[config.mk]
export PLATFORM = sky130hd
export DESIGN_NAME = serv_rf_serdes
export DESIGN_NICKNAME = d
export VERILOG_FILES = /design/src/rtl/serv_rf_serdes.sv
export SDC_FILE = /design/constraint.sdc
export NUM_CORES = 1
export LEC_CHECK = 0
export ABC_AREA = 1
export CAP_MARGIN = 20
export CORE_MARGIN = 3
export CORE_UTILIZATION = 63
export CTS_CLUSTER_SIZE = 30
export DETAILED_ROUTE_END_ITERATION = 12
export DONT_BUFFER_PORTS = 1
export PLACE_DENSITY_LB_ADDON = 0.15
export SETUP_SLACK_MARGIN = 0.05
export SYNTH_ARGS = -nofsm -noshare
export SYNTH_HDL_FRONTEND = slang
export SYNTH_SLANG_ARGS = --single-unit
[constraint.sdc]
create_clock -name i_clk -period 1.94 [get_ports i_clk]
set_clock_uncertainty 0.05 [all_clocks]
set_input_delay 0.291 -clock i_clk [delete_from_list [all_inputs] [get_ports i_clk]]
set_output_delay 0.291 -clock i_clk [all_outputs]
set_load 0.03 [all_outputs]
[src/rtl/serv_rf_serdes.sv]
// Register-file serdes for SERV: reads rs1/rs2 as words and streams them LSB-first,
// while gathering the serial rd result and writing it back as one word.
module serv_rf_serdes #(
    parameter int rf_l2d = 5
) (
    input  logic              i_clk,
    input  logic              i_rst_n,
    input  logic              i_rreq,
    input  logic [rf_l2d-1:0] i_rreg0,
    input  logic [rf_l2d-1:0] i_rreg1,
    input  logic [rf_l2d-1:0] i_wreg0,
    input  logic              i_wen0,
    input  logic              i_wdata0,
    output logic              o_ready,
    output logic              o_busy,
    output logic              o_rdata0,
    output logic              o_rdata1,
    output logic [rf_l2d-1:0] o_rf_raddr,
    output logic              o_rf_ren,
    input  logic [31:0]       i_rf_rdata,
    output logic [rf_l2d-1:0] o_rf_waddr,
    output logic [31:0]       o_rf_wdata,
    output logic              o_rf_wen
);

    // state  | meaning
    // IDLE   | waiting for i_rreq
    // RD0    | word read of rs1
    // RD1    | word read of rs2, rs1 word captured
    // CAP    | rs2 word captured, bit counter cleared
    // STREAM | 32 cycles of serial rs1/rs2 out, rd in
    // WR     | rd word written back
    typedef enum logic [2:0] {IDLE, RD0, RD1, CAP, STREAM, WR} state_t;

    state_t state, next_state;

    logic [rf_l2d-1:0] rreg0, rreg1, wreg0;
    logic              wen0;
    logic [31:0]       s0, s1, w;
    logic [4:0]        cnt;
    logic [rf_l2d-1:0] raddr_q, waddr_q;
    logic [31:0]       wdata_q;

    always_ff @(posedge i_clk or negedge i_rst_n) begin
        if (!i_rst_n) state <= IDLE;
        else          state <= next_state;
    end

    always_comb begin
        next_state = state;
        case (state)
            IDLE:    if (i_rreq) next_state = RD0;
            RD0:     next_state = RD1;
            RD1:     next_state = CAP;
            CAP:     next_state = STREAM;
            STREAM:  if (cnt == 5'd31) next_state = WR;
            WR:      next_state = IDLE;
            default: next_state = IDLE;
        endcase
    end

    always_ff @(posedge i_clk or negedge i_rst_n) begin
        if (!i_rst_n) begin
            rreg0   <= '0;
            rreg1   <= '0;
            wreg0   <= '0;
            wen0    <= 1'b0;
            s0      <= '0;
            s1      <= '0;
            w       <= '0;
            cnt     <= '0;
            raddr_q <= '0;
            waddr_q <= '0;
            wdata_q <= '0;
        end else begin
            case (state)
                IDLE: if (i_rreq) begin
                    rreg0   <= i_rreg0;
                    rreg1   <= i_rreg1;
                    wreg0   <= i_wreg0;
                    wen0    <= i_wen0;
                    raddr_q <= i_rreg0;
                end
                RD0: raddr_q <= rreg1;
                RD1: s0 <= (rreg0 == '0) ? '0 : i_rf_rdata;
                CAP: begin
                    s1  <= (rreg1 == '0) ? '0 : i_rf_rdata;
                    cnt <= '0;
                end
                STREAM: begin
                    s0  <= {1'b0, s0[31:1]};
                    s1  <= {1'b0, s1[31:1]};
                    w   <= {i_wdata0, w[31:1]};
                    cnt <= cnt + 5'd1;
                    // The last serial bit lands in the same edge that loads the write word
                    if (cnt == 5'd31) begin
                        waddr_q <= wreg0;
                        wdata_q <= {i_wdata0, w[31:1]};
                    end
                end
                default: ;
            endcase
        end
    end

    always_comb begin
        o_ready  = 1'b0;
        o_busy   = (state != IDLE);
        o_rdata0 = 1'b0;
        o_rdata1 = 1'b0;
        o_rf_ren = 1'b0;
        o_rf_wen = 1'b0;
        case (state)
            RD0, RD1: o_rf_ren = 1'b1;
            STREAM: begin
                o_rdata0 = s0[0];
                o_rdata1 = s1[0];
                o_ready  = (cnt == 5'd0);
            end
            WR:      o_rf_wen = wen0 & (wreg0 != '0);
            default: ;
        endcase
    end

    assign o_rf_raddr = raddr_q;
    assign o_rf_waddr = waddr_q;
    assign o_rf_wdata = wdata_q;

endmodule

==> out/metrics.csv <==
metric,value,unit
clock share of power,30.3,%
most numerous cell in the Yosys netlist,nand2_1,
DR WL/cell,15.4,um
"Seq/Total Area, Yosys",54.2,%
DR vias,6048,
Commonest cells post-synth,"nand2_1, dfrtp_1, nand3_1, inv_1, o21ai_0",
CP Capture Type,output port,
r2r startpoint,cnt[1]$_DFFE_PN0P_,
TritonCTS Sinks,161,
die height,115,um
total power,13.6,mW
final hold vios,161,
Sum Neg Setup Slack,0,ns
Critical R2R Capture,o_rf_wdata[26]$_DFFE_PN0P_,
final instance area,8590,um2
critical setup path kind,reg -> out,
PortBufs,0,
PwrDens,1580,nW/um2
initial antenna violation count,0,
Adder-Cell Fraction of Synth Area,0.505,%
std cell rows,39,
Die Wd,115,um
critical path cell sequence,nor2_4 -> nand2_8 -> nor3_4 -> buf_6,
post-synthesis cell type count,23,
vias in the first global route,5798,
Nets,994,
sw power,4.92,mW
Final Cycle Share,96.3,%
Clock transition at path regs,0.06,ns
f_max,535,MHz
Post-DP Area,7570,um2
syn nets,983,
Max clock buf depth,2,
async set or reset register ratio after synthesis,100,%
Overall Global Routing Usage,26.1,%
vias per inst,5.52,
CTS tree,yes,
Synth Area in Simple Gates,28.0,%
worst skew pair latency,0.43,ns
H-tree levels,4,
worst hold margin,-0.497,ns
Synth Cell Area,7430,um2
Die Area,13100,um2
placed instance count,1041,
Synth area leader,dfrtp_1,
Max rail drop VDD,1.16,mV
Max Cap Violations,0,
IO Pins,100,
setup violators final,0,
hold crit path type,in -> async,
Detailed Route WL,16.8,mm
Seq cells post-synth,161,
antenna diode count,0,
Synth Flop Type,dfrtp_1,
R2R setup slack,0.17,ns
Synth Area in Compound Gates,8.05,%
largest net degree at the start of global routing,162,
total CTS buffers,17,
Slew @ Worst Pin,0.486,ns
failing checks,negative hold slack,
fin cells,1095,
share of layout cells above drive strength 1,8.72,%
# DRC,0,
share of the synthesized area in the top cell type,54.2,%
Placer Congestion,0.786,
cell-internal power,8.66,mW
Rel. slew slack,67.3,%
HPWL Detailed,9.75,mm
worst-path fanout max,13,
Final Critical Period,1.87,ns
global-route wire length before repair,27.3,mm
largest family of logic cells by synthesized area,simple AND/OR/NAND/NOR gates,
GRT Residual Overflow,0,
"Slew Viols, Final",0,
startpoint types,flip-flop,
Sw Ratio,36.3,%
detailed router's first-iteration violation count,509,
Layout area overhead,15.6,%
RSZ-0062 raised after global routing,yes,
fin util,74.9,%
Root Driver,clkbuf_16,
Initial Util,64.8,%
# hold bufs at CTS,18,
Core ar.,11500,um2
outcome,"finished, violations left",
Reg2Reg Depth,8,
Antenna Violating Nets Remaining,0,
Post-synth EDFFs,0,
max incr delay on CP,0.45,ns
Cells after Synth,928,
Avg Synthesized Cell Area,8.01,um2
worst endpoint required time,1.60,ns
Synth area leaders,"dfrtp_1, nand2_1, nand3_1",
Flop pwr share,37.4,%
slowest CP cell,dfrtp_2,
first drt pass iteration count,6,
Leak,4.40,nW
"Data arrival, critical path",1.53,ns
mux cell area share after synthesis,0,%
Logic pwr share,32.3,%
Post-Synth XOR/XNOR Area,0,%
yosys warns,0,
[repair_timing]
| action | CTS | global route |
|---|---|---|
| gates resized for setup | 6 | 14 |
| gates cloned | 0 | 1 |
| buffers inserted | 1 | 2 |
| pin swaps | 0 | 3 |
| endpoints found under the hold margin | 185 | 161 |
| setup endpoints to repair | 3 | 7 |
[worst max-delay path by stage]
| stage | start | to | cells past startpoint |
|---|---|---|---|
| after detailed placement | state[1]$_DFFE_PN0P_ | w[17]$_DFFE_PN0P_ | 5 |
| after floorplan | state[1]$_DFFE_PN0P_ | o_ready | 4 |
| after global routing | state[1]$_DFFE_PN0P_ | o_ready | 4 |
| final | state[1]$_DFFE_PN0P_ | o_ready | 4 |
| after CTS | state[1]$_DFFE_PN0P_ | o_busy | 3 |
| after global placement | state[2]$_DFFE_PN0P_ | cnt[2]$_DFFE_PN0P_ | 7 |
[worst max-delay path, delay by kind of cell (launching register included)]
| family | cells | cell delay (ns) |
|---|---|---|
| DFF | 1 | 0.45 |
| and+or+nand+nor | 3 | 0.50 |
| buffers and inverters | 1 | 0.16 |
[layer usage]
metal | routed length (um) | track usage [%] | vias up
li1 | - | - | 2930
met3 | 1040 | 6.77 | 27
met1 | 7090 | 33.4 | 2865
met2 | 8390 | 43.7 | 226
met4 | 308 | 8.47 | 0
met5 | 0 | 0 | -
[power groups by stage]
stage	Clock, mW	Sequential [mW]	Combinational, mW
finish	4.12	5.07	4.38
global route	4.29	5.18	5.02
detailed placement	0	5.09	4.12
global placement	0	5.04	3.97
CTS	4.15	5.06	4.26
floorplan	0	4.93	3.25
[cells by family (layout without fill, tap and decap cells)]
| group | Yosys count | after routing |
|---|---|---|
| flip-flops | 161 | 161 |
| AND/OR/NAND/NOR | 494 | 494 |
| buffers and inverters | 166 | 190 |
| AO/OA/AOI/OAI | 104 | 104 |
| adder cells (fa/ha/maj) | 3 | 3 |
[cell type report]
cell class / instances / area, um2
clock buffers: 19 / 453
clock inverters: 13 / 280
fillers: 834 / 2880
inverters: 110 / 415
multi-input cells: 601 / 2760
flip-flops and latches: 161 / 4030
well taps: 143 / 179
repair buffers: 48 / 475
[stage by stage]
step	worst slack, ns	hold WS [ns]
after global placement	0.311	-0.0510
final	0.0709	-0.497
after floorplan	0.271	-0.0546
after detailed placement	0.223	-0.0513
after CTS	0.0147	-0.513
after global routing	0.0202	-0.521
[placed cells by master (no fill, tap or decap), drive strengths merged]
cell	instances
nand2	329
o21ai	73
bufinv	8
nand3	143
nor3	2
clkbuf	20
a21boi	31
dlygate4sd3	18
ha	3
clkinv	2
buf	29
nand4	2
dfrtp	161
nand3b	1
nor2	17
clkinvlp	3
inv	110
[sequential cells by signal, indices dropped and copies added (netlist names), 3 cells and up]
register,count
rreg0,5
rreg1,5
s1,32
cnt,5
state,3
w,31
s0,32
o_rf_raddr,5
o_rf_wdata,32
o_rf_waddr,5
wreg0,5
(Power assumes the default switching activity.)
